==> config.mk <==
export PLATFORM = sky130hd
export DESIGN_NAME = dk16_rtext_packer
export DESIGN_NICKNAME = d
export VERILOG_FILES = /design/src/rtl/dk16_rtext_packer.sv
export SDC_FILE = /design/constraint.sdc
export NUM_CORES = 1
export LEC_CHECK = 0
export CAP_MARGIN = 20
export CORE_ASPECT_RATIO = 1.4
export CORE_UTILIZATION = 50
export CTS_CLUSTER_DIAMETER = 50
export DETAILED_ROUTE_END_ITERATION = 10
export MAX_ROUTING_LAYER = met4
export PLACE_DENSITY = 0.7
export SKIP_LAST_GASP = 1
export SYNTH_ARGS = -nofsm -noshare
export SYNTH_HDL_FRONTEND = slang
export SYNTH_SLANG_ARGS = --single-unit
==> constraint.sdc <==
create_clock -name CLK -period 8.9 [get_ports CLK]
set_input_delay 1.78 -clock CLK [delete_from_list [all_inputs] [get_ports CLK]]
set_output_delay 1.78 -clock CLK [all_outputs]
set_load 0.005 [all_outputs]
==> src/rtl/dk16_rtext_packer.sv <==
// Packs the dk16 3-bit rtext response stream into fixed-width words and buffers them
// in a small FIFO that drains over a valid/ready interface. Dropped words raise a sticky flag.
module dk16_rtext_packer #(
   parameter int SYMS_PER_WORD = 8,
   parameter int FIFO_DEPTH    = 4,
   localparam int W  = 3 * SYMS_PER_WORD,
   localparam int LW = $clog2(SYMS_PER_WORD + 1),
   localparam int FW = $clog2(FIFO_DEPTH + 1)
) (
   input  logic          CLK,
   input  logic          RST,
   input  logic [2:0]    rtext_in,
   input  logic          rtext_vld,
   input  logic          flush,
   output logic [W-1:0]  word_out,
   output logic [LW-1:0] word_len,
   output logic          word_vld,
   input  logic          word_rdy,
   output logic [FW-1:0] fifo_level,
   output logic          overflow,
   input  logic          clr_ovf
);

   localparam int PW = $clog2(FIFO_DEPTH);
   localparam logic [LW-1:0] SYMS_L   = LW'(SYMS_PER_WORD);
   localparam logic [LW-1:0] LAST_IDX = LW'(SYMS_PER_WORD - 1);
   localparam logic [FW-1:0] DEPTH_L  = FW'(FIFO_DEPTH);

   logic [W-1:0]  acc_p0;
   logic [LW-1:0] idx_p0;
   logic [W-1:0]  acc_nx;
   logic [LW-1:0] cnt_nx;

   logic [W-1:0]  mem_data [FIFO_DEPTH];
   logic [LW-1:0] mem_len  [FIFO_DEPTH];
   logic [PW-1:0] wr_ptr;
   logic [PW-1:0] rd_ptr;
   logic [FW-1:0] level;
   logic          ovf_q;

   logic          full_push;
   logic          flush_push;
   logic          push;
   logic          pop;
   logic          fifo_full;
   logic          wr_en;
   logic          drop;

   // Accumulator next state: the incoming symbol lands at slot idx before any push decision,
   // so a symbol coinciding with flush is part of the flushed word.
   always_comb begin
      acc_nx = acc_p0;
      for (int k = 0; k < SYMS_PER_WORD; k++) begin
         if (rtext_vld && (idx_p0 == LW'(k))) begin
            acc_nx[3*k +: 3] = rtext_in;
         end
      end
      cnt_nx     = idx_p0 + LW'(rtext_vld);
      full_push  = rtext_vld && (idx_p0 == LAST_IDX);
      flush_push = flush && (cnt_nx != '0) && (cnt_nx < SYMS_L);
      push       = full_push || flush_push;
      fifo_full  = (level == DEPTH_L);
      pop        = (level != '0) && word_rdy;
      wr_en      = push && (!fifo_full || pop);
      drop       = push && fifo_full && !pop;
   end

   // Stage p0: accumulator, FIFO pointers, level and sticky overflow
   always_ff @(posedge CLK) begin
      if (!RST) begin
         acc_p0 <= '0;
         idx_p0 <= '0;
         wr_ptr <= '0;
         rd_ptr <= '0;
         level  <= '0;
         ovf_q  <= 1'b0;
      end else begin
         if (push) begin
            acc_p0 <= '0;
            idx_p0 <= '0;
         end else if (rtext_vld) begin
            acc_p0 <= acc_nx;
            idx_p0 <= cnt_nx;
         end

         if (wr_en) begin
            wr_ptr <= wr_ptr + PW'(1);
         end
         if (pop) begin
            rd_ptr <= rd_ptr + PW'(1);
         end

         case ({wr_en, pop})
            2'b10:   level <= level + FW'(1);
            2'b01:   level <= level - FW'(1);
            default: level <= level;
         endcase

         if (drop) begin
            ovf_q <= 1'b1;
         end else if (clr_ovf) begin
            ovf_q <= 1'b0;
         end
      end
   end

   // Storage carries no reset; emptiness is tracked by level and masks the outputs.
   always_ff @(posedge CLK) begin
      if (wr_en) begin
         mem_data[wr_ptr] <= acc_nx;
         mem_len[wr_ptr]  <= cnt_nx;
      end
   end

   always_comb begin
      word_vld   = (level != '0);
      word_out   = word_vld ? mem_data[rd_ptr] : '0;
      word_len   = word_vld ? mem_len[rd_ptr]  : '0;
      fifo_level = level;
      overflow   = ovf_q;
   end

endmodule
* Word-level counts from Yosys, hierarchy flattened *
Memory sizes are Yosys's and may differ from the RTL's. A register that Yosys moved wholly into a read port is not among the register bits.
Cells that the tools add are included.

word-level totals
  memories kept = 2
  output and inout port bits = 33
  bits in writable memories = 112
  register bits after elaboration = 36
  input port bits = 9
  logic and storage cells = 68

memory list
  memory    depth  width  read ports  clocked after memory_dff  write ports  RTL line  source
  mem_data  4      24     1           1                         1            34        logic [W-1:0] mem_data [FIFO_DEPTH];
  mem_len   4      4      1           1                         1            35        logic [LW-1:0] mem_len [FIFO_DEPTH];

cells by class
  $add $sub $neg = 5
  equality and inequality tests = 10
  multiplexer cells = 19
  magnitude comparators = 1
  bitwise logic cells = 1
  reductions and logical operators = 24

operators with widths
  cell                   number
  $mux W24               1
  $mux W3                8
  $eq A4 B3 Y1 const B   4
  $logic_and A1 B1 Y1    14
  $eq A4 B2 Y1 const B   2
  $mux W2                4
  $pmux W3 S2            1
  $add A2 B1 Y2 const B  2
  $add A4 B1 Y4          1
  $eq A4 B1 Y1 const B   1
  $logic_not A4 Y1       1
  $lt A4 B4 Y1 const B   1
  $mux W1                4
  $mux W4                1
  $reduce_bool A2 Y1     2
  $reduce_bool A4 Y1     1
  $add A3 B1 Y3 const B  1
  $eq A3 B3 Y1 const B   1
  $reduce_bool A3 Y1     1
  $sub A3 B1 Y3 const B  1
  $eq A2 B1 Y1 const B   1
  $eq A2 B2 Y1 const B   1
  $logic_not A1 Y1       2
  $logic_or A1 B1 Y1     2
  2 further kinds        2

* Depth between registers and ports, before layout *
  word-level depth = 8
  depth in mapped cells = 11
  gate-level depth less buffers = 10

* Worst setup path after synthesis *
No wires, ideal clock.

  path type = input to register
  start point = input rtext_vld
  end point = register level[2], in the netlist fifo_level[2]
  slack = 4.887 ns
  buffers on the path = 1
  library setup time = 0.072 ns
  arrival time = 3.941 ns
  stages = 10
  data required time = 8.828 ns
  cell sequence = ha_1 ha_1 o31a_4 a21oi_4 buf_6 nor2b_1 fa_1 a2111oi_4 a31oi_1 mux2i_1

on the way
  longest elaborated chain between the ends = 8
  elaborated cells between the ends (all ways) = 12
  classes of those cells = add/sub (1); order compare (1); eq/ne (2); mux (1); reduce/logical (7)

ends and longest elaborated chain
  what                                                      RTL line  source
  start: declaration                                        13        input logic rtext_vld,
  $add A4 B1 Y4 (*)                                         58        cnt_nx = idx_p0 + LW'(rtext_vld);
  via cnt_nx[1]                                             32        logic [LW-1:0] cnt_nx;
  branches (longest 2 deep; another with $lt A4 B4 Y1)      -
  $logic_and A1 B1 Y1 (*)                                   60        flush_push = flush && (cnt_nx != '0) && (cnt_nx < SYMS_L);
  $logic_or A1 B1 Y1 (*)                                    61        push = full_push || flush_push;
  $logic_and A1 B1 Y1 (*)                                   64        wr_en = push && (!fifo_full || pop);
  $eq A2 B1 Y1 / $eq A2 B2 Y1 (equally long branches)       93        case ({wr_en, pop})
  $pmux W3 S2 / $reduce_bool A2 Y1 (equally long branches)  -
  end signal: assignment                                    94        2'b10: level <= level + FW'(1);
  end signal: assignment                                    95        2'b01: level <= level - FW'(1);
  end signal: assignment                                    96        default: level <= level;
  end: declaration                                          38        logic [FW-1:0] level;

Mark *: on every way through the listed nets, which the timed path passes.
A chain may end at the register's enable or synchronous reset.

* Worst setup path after layout *
Ends and elaborated chain as after synthesis.

==> results list <==
* Largest net degree at the start of global routing: 38
* Count of buffering cells on the critical path with inverters included: 1
- The slowest stage of the critical path is the sky130_fd_sc_hd__a21oi_4 cell.
- Timing would allow up to 216 MHz.
* Latest clock arrival within the worst-skew pair: between 400 and 500 ps
* Part of the total power dissipated in sequential elements: 0.409
* First-pass GRT wire length: 16400 µm
* DR vias: about 3000
* Finished Core Util: 0.613
* Clock sink total: 150
- Of the total power, the clock network draws 0.335.
* Transition time at the pin with the least slew margin: roughly 700 ps
- CTS HTree Levels: 4
- After the first detailed-routing iteration, the DRC count stood at 159.
- Reported leakage power: 2.53 nW
- Final number of setup-violating endpoints: 0
- In this design, the critical path's most frequently occurring cell is sky130_fd_sc_hd__ha_1.
* XOR/XNOR share of the synthesized area: 0.0125
- The final number of max-transition violations was 0.
- Worst slack on hold paths: 503 ps
* Type of origin of the critical path: input pin
- OpenSTA, run right after detailed placement, puts the worst setup slack at roughly 3800 ps.
- Fillcell total: 866
- YS warnings: 0
* Syn-to-layout area delta: 19.2%
- Antenna violations before repair: 0
- The setup path with the least slack is of type in -> reg.
* Standard-cell rows: 47
* Post-DP HPWL: 6270 µm
- Critical path data required time: slightly above 9000 ps
- For the finished layout, the period the worst path requires is around 4600 ps.
* Initial Utilization: 0.514
- Synthesis produced a netlist whose cell count is 345.
- Summed over all layers, the global routing overflow is 0.
- The floorplan step set the die height to 133 µm.
- In the final layout, the multi-input gates occupy about 1900 µm².
- Register area share after synthesis: 0.675
* Synthesized-area fraction occupied by adder cells: 0.0156
- Number of enable-type register cells in the synthesized netlist: 112
- TritonCTS built the clock tree.
* First-pass iteration count of the detailed router: 4
* Arrival time at the worst endpoint: 4970 ps
- The number of nets handed over by synthesis was 361.
- By area, the combinational part of the netlist is dominated by multiplexers.
- Synth Area in Compound Gates: 0.0192
* Pwr dens: 278 nW/µm²
* FFs w/ async S/R, synth: 0
- In this run the power spent charging and discharging nets is just under 0.0005 W.
- The finished cells cover 7290 µm².
- CTS Buffer Depth: 2
* Resized Gates After CTS: 0
* Combinational fraction of design power: 0.256
* Fraction of synthesized area in multiplexers: 0.161
- Root cell of the clock tree: sky130_fd_sc_hd__clkbuf_16
- Final Hold Violating Endpoints: 0
* I/O Pins: 42
- For this run, design rule violations remaining after detail routing come to 0.
* Reg area: 4130 µm²
* GRT Overall Usage: 0.186
- For this run, the leading register cell type out of synthesis is sky130_fd_sc_hd__edfxtp_1.
- Post-Syn Area per Cell: 17.7 µm²
* Worst Clk Skew: 6.79 ps
- The floorplan step defined a die boundary enclosing ~13000 µm².
* Number of vias per cell: 5.44
- Chip Width: 95.4 µm
- Post-synthesis simple-gate area fraction: 0.0989
- Detail Route Antenna Nets: 0
- # Post-CTS Setup Buffers: 0
* Part of the cycle the worst path needs: 0.521
- Cell area after technology mapping: 6110 µm²
- Share of total power consumed by net switching: 0.241
* Highest fanout seen on the critical path: 28
* Total core area: 11900 µm²
* Design internal power: 0.00154 W
- Max-capacitance violation count: 0
* Placer Congestion: 0.771
* Largest voltage drop on the vdd net: 306 µV
- The number of global-route vias before repair was 3057.
- For this run, the slowest stage of the critical path takes ~580 ps.
- The worst pin sits at a relative slew slack of 0.532.
* Nature of the critical path endpoint: flip-flop
- CTS Hold Bufs: 0
* Total of flip-flops plus latches after synthesis: 150
- Worst Slack Setup Final: between 4000 and 5000 ps
* Total inserted antenna cells: 0
- Netlist cell types: 39
- On the critical path the largest part of the delay comes from compound AO/OA/AOI/OAI gates.
* Most used cells in the layout excluding fill and tap cells: sky130_fd_sc_hd__edfxtp_1, sky130_fd_sc_hd__clkdlybuf4s50_1, sky130_fd_sc_hd__and2_1, sky130_fd_sc_hd__dfxtp_1, sky130_fd_sc_hd__mux4_2
- Library cell with the largest summed area after synthesis: sky130_fd_sc_hd__edfxtp_1
* Worst path cell trace: clkdlybuf4s50_1, ha_1, ha_1, o31a_4, a21oi_4, nor2b_1, fa_1, a2111oi_4, a31oi_1, mux2i_1
- Detailed-route wire length: 10500 µm
- After detailed placement, the total cell area comes to 6650 µm².
* Nets: 412
- After clock tree synthesis, the clock-pin slew on the worst setup and hold paths is 60 ps.
- Routed len/inst: 18.9 µm
- The flow ran to the end, and the final reports show no timing, DRC or antenna violations.
- Worst hold path type: reg -> reg
- The library cell used most frequently in the layout, excluding fill and tap cells, is sky130_fd_sc_hd__edfxtp_1.
- After synthesis, the cell types taking the most area are sky130_fd_sc_hd__edfxtp_1, sky130_fd_sc_hd__dfxtp_1, sky130_fd_sc_hd__mux4_2, sky130_fd_sc_hd__mux2_2, sky130_fd_sc_hd__and2_1.
* Proportion of layout cells with a drive suffix above 1: 0.259
* Final setup TNS: 0 ps
* Setup repair after global routing missed its margin: no
- The count of buffers added on input and output ports is 41.
- Area share of the largest cell type after synthesis: 0.550
- Number of buffers inserted during clock tree synthesis: 17
[Yosys cell counts, types with 2 or more instances]
library cell and n:
sky130_fd_sc_hd__and2_1 39, sky130_fd_sc_hd__and3_1 24, sky130_fd_sc_hd__buf_2 4, sky130_fd_sc_hd__buf_6 3
sky130_fd_sc_hd__clkbuf_1 9, sky130_fd_sc_hd__dfxtp_1 38, sky130_fd_sc_hd__edfxtp_1 112, sky130_fd_sc_hd__ha_1 6
sky130_fd_sc_hd__inv_1 3, sky130_fd_sc_hd__mux2_2 24, sky130_fd_sc_hd__mux2i_1 6, sky130_fd_sc_hd__mux4_2 28
sky130_fd_sc_hd__nand2_1 7, sky130_fd_sc_hd__nand2b_1 3, sky130_fd_sc_hd__nand3_1 3, sky130_fd_sc_hd__nand3b_1 3
sky130_fd_sc_hd__nor2_2 4, sky130_fd_sc_hd__nor2b_1 2, sky130_fd_sc_hd__nor3b_2 3, sky130_fd_sc_hd__xnor2_1 3
sky130_fd_sc_hd__xor2_1 2, sky130_fd_sc_hd__xor2_2 2
[power by group through the flow]
stage	Combinational, W	Sequential (W)	Clock, W
2_1_floorplan	0.000300	0.000818	0
3_5_place_dp	0.000479	0.000863	0
4_1_cts	0.000480	0.000849	0.000688
5_1_grt	0.000563	0.000835	0.000711
3_3_place_gp	0.000477	0.000861	0
6_report	0.000518	0.000827	0.000678
[stage by stage]
stage                     total power, W  instances
final                            0.00202        556
after global routing             0.00211        556
after CTS                        0.00202        553
after detailed placement         0.00134        521
after global placement           0.00134        521
after floorplan                  0.00112        345
[layout make-up]
class / count / share of cell area
inverters: 4 / 0.00206
repair buffers: 49 / 0.0711
well taps: 147 / 0.0252
clock buffers: 23 / 0.0642
clock inverters: 9 / 0.0137
multi-input cells: 174 / 0.258
flip-flops and latches: 150 / 0.566
[worst paths after layout]
kind / from / end / slack [ps] / cells after the start
min reg2reg: fifo_level[2] / fifo_level[2] / 500 / 2
min: fifo_level[2] / fifo_level[2] / 500 / 2
max reg2reg: idx_p0[0] / fifo_level[2] / 5940 / 9
max: rtext_vld / fifo_level[2] / 4260 / 10
[per-layer routing]
layer	vias to the layer above	part of all wire	global-route usage
met5	-	0	-
met2	50	0.56	0.321
li1	1425	-	-
met1	1540	0.40	0.210
met3	11	0.026	0.0379
met4	0	0.014	0.0655
[registers in the layout (all words and copies together), names as in the netlist, named ones only]
register    flops
acc_p0         24
fifo_level      3
idx_p0          4
mem_data       96
mem_len        16
overflow        1
rd_ptr          2
wr_ptr          2
[cell families after synthesis]
group	count (synthesis)
fa+ha+maj	7
simple gates	94
xor+xnor	7
flops	150
buf+inv	21
compound gates	7
mux	59
[worst reg2reg max path, stage by stage (launching register included)]
cell                        delay, ps
sky130_fd_sc_hd__dfxtp_1          350
sky130_fd_sc_hd__ha_1             230
sky130_fd_sc_hd__ha_1             390
sky130_fd_sc_hd__o31a_4           390
sky130_fd_sc_hd__a21oi_4          580
sky130_fd_sc_hd__nor2b_1          240
sky130_fd_sc_hd__fa_1             250
sky130_fd_sc_hd__a2111oi_4         60
sky130_fd_sc_hd__a31oi_1          190
sky130_fd_sc_hd__mux2i_1          200
(Power assumes the default switching activity.)
